===== config.mk =====
export PLATFORM = sky130hd
export DESIGN_NAME = gate_tt_sequencer
export DESIGN_NICKNAME = d
export VERILOG_FILES = /design/src/rtl/gate_test_pkg.sv /design/src/rtl/gate_settle_timer.sv /design/src/rtl/gate_tt_sequencer.sv
export SDC_FILE = /design/constraint.sdc
export NUM_CORES = 1
export LEC_CHECK = 0
export CORE_UTILIZATION = 53
export DETAILED_ROUTE_END_ITERATION = 8
export PLACE_DENSITY = 0.79
export SKIP_LAST_GASP = 1
export SLEW_MARGIN = 5
export SYNTH_ARGS = -nofsm -noshare
export SYNTH_HDL_FRONTEND = slang
export SYNTH_HIERARCHICAL = 1
export SYNTH_SLANG_ARGS = --single-unit
export TNS_END_PERCENT = 100

===== constraint.sdc =====
create_clock -name clk -period 2.4 [get_ports clk]
set_input_delay 0.6 -clock clk [delete_from_list [all_inputs] [get_ports clk]]
set_output_delay 0.6 -clock clk [all_outputs]
set_load 0.02 [all_outputs]

===== src/rtl/gate_test_pkg.sv =====
// Shared types and truth-table constants for the 2-input gate stimulus sequencer.
`timescale 1ns/1ps
package gate_test_pkg;

    typedef enum logic [1:0] {
        IDLE    = 2'd0,
        SETTLE  = 2'd1,
        CAPTURE = 2'd2,
        DONE    = 2'd3
    } state_t;

    typedef logic [1:0] vec_idx_t;

    localparam logic [3:0] XOR_TT = 4'b0110;
    localparam logic [3:0] AND_TT = 4'b1000;
    localparam logic [3:0] OR_TT  = 4'b1110;

endpackage


===== src/rtl/gate_settle_timer.sv =====
// Loadable down-counter; o_expire is high during the last cycle of a loaded interval.
`timescale 1ns/1ps
module gate_settle_timer #(
    parameter int W = 1
) (
    input  logic         clk,
    input  logic         rst_n,
    input  logic         i_load,
    input  logic [W-1:0] i_load_val,
    output logic         o_expire
);

    logic [W-1:0] r_cnt;

    // Counter: load wins, otherwise count down to zero and rest there.
    always_ff @(posedge clk or negedge rst_n) begin
        if (!rst_n) begin
            r_cnt <= '0;
        end else if (i_load) begin
            r_cnt <= i_load_val;
        end else if (r_cnt != '0) begin
            r_cnt <= r_cnt - W'(1);
        end else begin
            r_cnt <= r_cnt;
        end
    end

    assign o_expire = (r_cnt == W'(1));

endmodule


===== src/rtl/gate_tt_sequencer.sv =====
// Clocked, restartable sweep of a 2-input gate: drives a/b, samples y after a settle
// time, builds the observed truth table and compares it against EXP_TT.
`timescale 1ns/1ps
module gate_tt_sequencer
    import gate_test_pkg::*;
#(
    parameter int         SETTLE_CYCLES = 2,
    parameter int         NUM_PASSES    = 1,
    parameter logic [3:0] EXP_TT        = 4'b0110,
    parameter int         CNT_W         = 8
) (
    input  logic             clk,
    input  logic             rst_n,
    input  logic             start,
    input  logic             y,
    output logic             a,
    output logic             b,
    output logic             busy,
    output logic             done,
    output logic             pass,
    output logic [3:0]       tt,
    output logic [3:0]       err_vec,
    output logic [CNT_W-1:0] err_cnt
);

    localparam int TW = (SETTLE_CYCLES > 0) ? $clog2(SETTLE_CYCLES + 1) : 1;
    localparam int PW = (NUM_PASSES > 1) ? $clog2(NUM_PASSES) : 1;
    localparam logic [PW-1:0]    LAST_PASS = PW'(NUM_PASSES - 1);
    localparam logic [CNT_W-1:0] CNT_MAX   = '1;
    // With no settle time every vector goes straight to its capture cycle.
    localparam state_t HOLD_STATE = (SETTLE_CYCLES == 0) ? CAPTURE : SETTLE;

    state_t           r_state;
    vec_idx_t         r_idx;
    logic [PW-1:0]    r_pass_idx;
    logic             r_a, r_b, r_busy, r_done, r_pass;
    logic [3:0]       r_tt, r_err_vec;
    logic [CNT_W-1:0] r_err_cnt;

    logic w_start_ok, w_mismatch, w_final, w_load, w_expire;

    // Decode start acceptance, mismatch and timer reload for the current cycle.
    always_comb begin
        w_start_ok = 1'b0;
        w_load     = 1'b0;
        w_mismatch = (y != EXP_TT[r_idx]);
        w_final    = (r_idx == 2'd3) && (r_pass_idx == LAST_PASS);
        if ((r_state == IDLE) || (r_state == DONE)) begin
            w_start_ok = start;
            w_load     = start;
        end else if (r_state == CAPTURE) begin
            w_load = !w_final;
        end else begin
            w_load = 1'b0;
        end
    end

    gate_settle_timer #(.W(TW)) u_timer (
        .clk        (clk),
        .rst_n      (rst_n),
        .i_load     (w_load),
        .i_load_val (TW'(SETTLE_CYCLES)),
        .o_expire   (w_expire)
    );

    // Sequencer FSM with capture/compare; all outputs come straight from these registers.
    always_ff @(posedge clk or negedge rst_n) begin
        if (!rst_n) begin
            r_state    <= IDLE;
            r_idx      <= 2'd0;
            r_pass_idx <= '0;
            r_a        <= 1'b0;
            r_b        <= 1'b0;
            r_busy     <= 1'b0;
            r_done     <= 1'b0;
            r_pass     <= 1'b0;
            r_tt       <= 4'd0;
            r_err_vec  <= 4'd0;
            r_err_cnt  <= '0;
        end else begin
            case (r_state)
                IDLE, DONE: begin
                    if (w_start_ok) begin
                        r_tt       <= 4'd0;
                        r_err_vec  <= 4'd0;
                        r_err_cnt  <= '0;
                        r_done     <= 1'b0;
                        r_pass     <= 1'b0;
                        r_idx      <= 2'd0;
                        r_pass_idx <= '0;
                        r_a        <= 1'b0;
                        r_b        <= 1'b0;
                        r_busy     <= 1'b1;
                        r_state    <= HOLD_STATE;
                    end else begin
                        r_state <= r_state;
                    end
                end
                SETTLE: begin
                    if (w_expire) begin
                        r_state <= CAPTURE;
                    end else begin
                        r_state <= SETTLE;
                    end
                end
                CAPTURE: begin
                    r_tt[r_idx] <= y;
                    if (w_mismatch) begin
                        r_err_vec[r_idx] <= 1'b1;
                        if (r_err_cnt != CNT_MAX) begin
                            r_err_cnt <= r_err_cnt + CNT_W'(1);
                        end else begin
                            r_err_cnt <= r_err_cnt;
                        end
                    end else begin
                        r_err_cnt <= r_err_cnt;
                    end
                    if (r_idx != 2'd3) begin
                        r_idx        <= r_idx + 2'd1;
                        {r_a, r_b}   <= r_idx + 2'd1;
                        r_state      <= HOLD_STATE;
                    end else if (!w_final) begin
                        r_pass_idx <= r_pass_idx + PW'(1);
                        r_idx      <= 2'd0;
                        r_a        <= 1'b0;
                        r_b        <= 1'b0;
                        r_state    <= HOLD_STATE;
                    end else begin
                        r_a     <= 1'b0;
                        r_b     <= 1'b0;
                        r_busy  <= 1'b0;
                        r_done  <= 1'b1;
                        r_pass  <= (r_err_vec == 4'd0) && !w_mismatch;
                        r_state <= DONE;
                    end
                end
                default: begin
                    r_state <= IDLE;
                end
            endcase
        end
    end

    assign a       = r_a;
    assign b       = r_b;
    assign busy    = r_busy;
    assign done    = r_done;
    assign pass    = r_pass;
    assign tt      = r_tt;
    assign err_vec = r_err_vec;
    assign err_cnt = r_err_cnt;

endmodule


==> impl_results.md <==
- Status: complete, but fails checks
- Clock sink count: 28
- Count leader, synth: dfrtp_1
- Ranking of synthesized cells by area: dfrtp_1 (44%), ha_1 (7.8%), a21oi_1 (5.0%)
- DR vias: 1365
- CTS max path bufs: 2
- Starting Density: 57.36%
- Avg Cell Area, Syn: 9.635 um2
- Clock transition at the registers of the reported paths: 0.15 ns
- Fmax: 0.4835 GHz
- Warnings, synthesis: 6
- Routed wire length: 3.472 mm
- Post-CTS Hold Buffers: 0
- Violation count after the first detailed-routing iteration: 78
- Final-report setup violation count: 0
- Final clock skew: 0.001482 ns
- Sum Neg Setup Slack: 0 ns
- Slowest-stage cell, CP: clkdlybuf4s50_1
- Grt total ovfl: 0
- Most instantiated cells after synthesis: dfrtp_1 (28), a21oi_1 (16), nand2_1 (14), inv_1 (11), nor2_1 (11)
- Nets: 210
- # DRC: 4
- Unrepaired setup endpoints after global routing: false
- Power per standard cell area: 833.6 nW/um2
- FF+latch count, synth: 28
- Sequential cell area: 700.7 um2
- Total GRT Usage: 23.20%
- Critical Path Fanout Max: 8
- Area leader, netlist: dfrtp_1
- Initial antenna violation count: 0
- Root buf cell: clkbuf_4
- Tcrit/Tclk final: 86.18%
- Final-layout fill cell count: 220
- Global-route wire length before repair: 5.940 mm
- Layout cells sized above 1: 8.718%
- Max rail drop VDD: 0.0005703 V
- Routed Antenna Nets: 0
- Max-Cap Viols: 0
- Sequential-to-total area share from yosys stat: 43.55%
- Cell variety after synth: 44
- Num CTS Buffers: 3
- DR WL/cell: 15.36 um
- Vias in the first global route: 1321
- Placeable Area: 2805 um2
- P&R area growth vs syn: 22.01%
- Via/cell ratio: 6.040
- Port bufs: 24
- Critical Path RT: 1.80 ns
- Pre-antenna DRT Iters: 6
- Post-CTS sizing: 0
- Top delay family on crit path: buffers and inverters
- Failing checks: design-rule violations
- HPWL Detailed: 2.538 mm
- Yosys top cell area share: 43.55%
- I/O pin total: 25
- Crit path launch type: register
- Setup Fix Bufs, Post-CTS: 0
- Die X: 57.10 um
- Post-synth EDFFs: 0
- WS Path Type: reg2out
- H-tree depth: 1
- Worst path buffer plus inverter count: 1
- Largest net degree at the start of global routing: 29
- P_leak: 0.0008782 uW
- Post-Syn Nets: 181
- Fin. Hold Viols: 0
- Async S/R FF share, synth: 100.0%
- Cell area after synthesis: 1609 um2
- Worst path max stage delay: 0.65 ns
- Multi-input combinational cell area: 837.1 um2
- Worst skew pair latency: 0.32 ns
- Post-route minimum period: 2.068 ns
- Post-layout util: 69.98%
- Synth Instances: 167
- Die Ht: 57.10 um
- CTS tree: done
- Row cnt: 19
- Die area: 3260 um2
- Critical-path cell list: clkdlybuf4s50_1
- Tightest Hold Check Type: reg2reg
- Synth Flop Type: dfrtp_1
- Max-slew violations: 0
- CP Capture Type: primary output
- Routability Congestion: 0.7594
- Crit path DAT: 1.47 ns
- N_diodes: 0
[state kept, by name (all words and copies together), names as in the netlist]
| signal | cells |
|---|---|
| err_vec | 4 |
| b | 1 |
| a | 1 |
| tt | 4 |
| r_pass_idx | 1 |
| err_cnt | 8 |
| done | 1 |
| r_state | 2 |
| busy | 1 |
| pass | 1 |
| r_idx | 2 |
| u_timer/r_cnt | 2 |
[placed cells by master, fill, tap and decap left out, types with 2 or more instances in the layout]
master / count
clkbuf_4: 3
a221o_1: 3
and3_1: 9
nor3_1: 2
mux2i_1: 6
buf_4: 7
conb_1: 2
nand2b_1: 3
o221ai_1: 4
nor2b_1: 2
nand3_1: 3
ha_1: 10
o22ai_1: 2
nand2_1: 14
a22o_1: 2
dfrtp_1: 28
inv_1: 11
a32o_1: 2
a21oi_1: 16
clkdlybuf4s50_1: 24
o21ai_0: 7
nor2_1: 11
[path summary, 6_finish.rpt]
| kind | startpoint | to | slack (ns) | cells after the start |
|---|---|---|---|---|
| worst max-delay path | err_cnt[3]$_DFFE_PN0P_ | err_cnt[3] | 0.33 | 1 |
| worst max register to register | r_idx[0]$_DFFE_PN0P_ | err_cnt[3]$_DFFE_PN0P_ | 0.45 | 6 |
| worst min-delay path | b$_DFFE_PN0P_ | b$_DFFE_PN0P_ | 0.52 | 1 |
| max in group asynchronous | rst_n | a$_DFFE_PN0P_ | 1.51 | 2 |
| worst min register to register | b$_DFFE_PN0P_ | b$_DFFE_PN0P_ | 0.52 | 1 |
| min in group asynchronous | rst_n | err_cnt[6]$_DFFE_PN0P_ | 0.63 | 2 |
[layout make-up]
class | instances | area share (%)
flip-flops and latches | 28 | 35.69
multi-input cells | 121 | 42.64
inverters | 11 | 2.103
well taps | 31 | 1.976
clock inverters | 1 | 1.530
clock buffers | 3 | 1.147
repair buffers | 31 | 14.91
[report_power, final]
part | leakage (uW) | internal (uW) | total [uW] | switching [uW]
Clock | 0.0000279 | 169 | 307 | 138
Combinational | 0.000475 | 308 | 711 | 403
Sequential | 0.000375 | 546 | 619 | 72.8
Total | 0.000878 | 1020 | 1640 | 614
[per-layer routing]
metal / part of all wire, % / wire length [um] / track usage, % / vias up
met2: 47 / 1641 / 38.99 / 48
met4: 1.4 / 47 / 9.756 / 0
met5: 0 / 0 / 0 / -
li1: - / - / - / 657
met3: 5.3 / 184 / 2.948 / 7
met1: 46 / 1599 / 30.42 / 653
[logic make-up (layout without fill, tap and decap cells)]
logic type / count (synthesis) / after routing / share of synthesized area, %
AND/OR/NAND/NOR: 51 / 51 / 16.64
AO/OA/AOI/OAI: 49 / 49 / 21.62
flip-flops: 28 / 28 / 43.55
buffers and inverters: 18 / 46 / 4.432
adder cells (fa/ha/maj): 10 / 10 / 7.776
multiplexers: 7 / 7 / 4.432
other: 2 / 2 / 0.4667
XOR/XNOR: 2 / 2 / 1.089
[metrics by stage]
stage / std cells / total power (uW) / instance area, um2 / setup slack, ns / hold slack, ns
6_report: 226 / 1636 / 1963 / 0.3316 / 0.5241
5_1_grt: 226 / 1742 / 1963 / 0.2803 / 0.5434
4_1_cts: 226 / 1637 / 1963 / 0.3302 / 0.5321
3_5_place_dp: 222 / 1333 / 1911 / 0.2642 / 0.4982
3_3_place_gp: 222 / 1300 / 1911 / 0.2849 / 0.5016
2_1_floorplan: 167 / 1097 / 1609 / 0.5339 / 0.3044
Note: power is estimated with default switching activity, not from simulation.
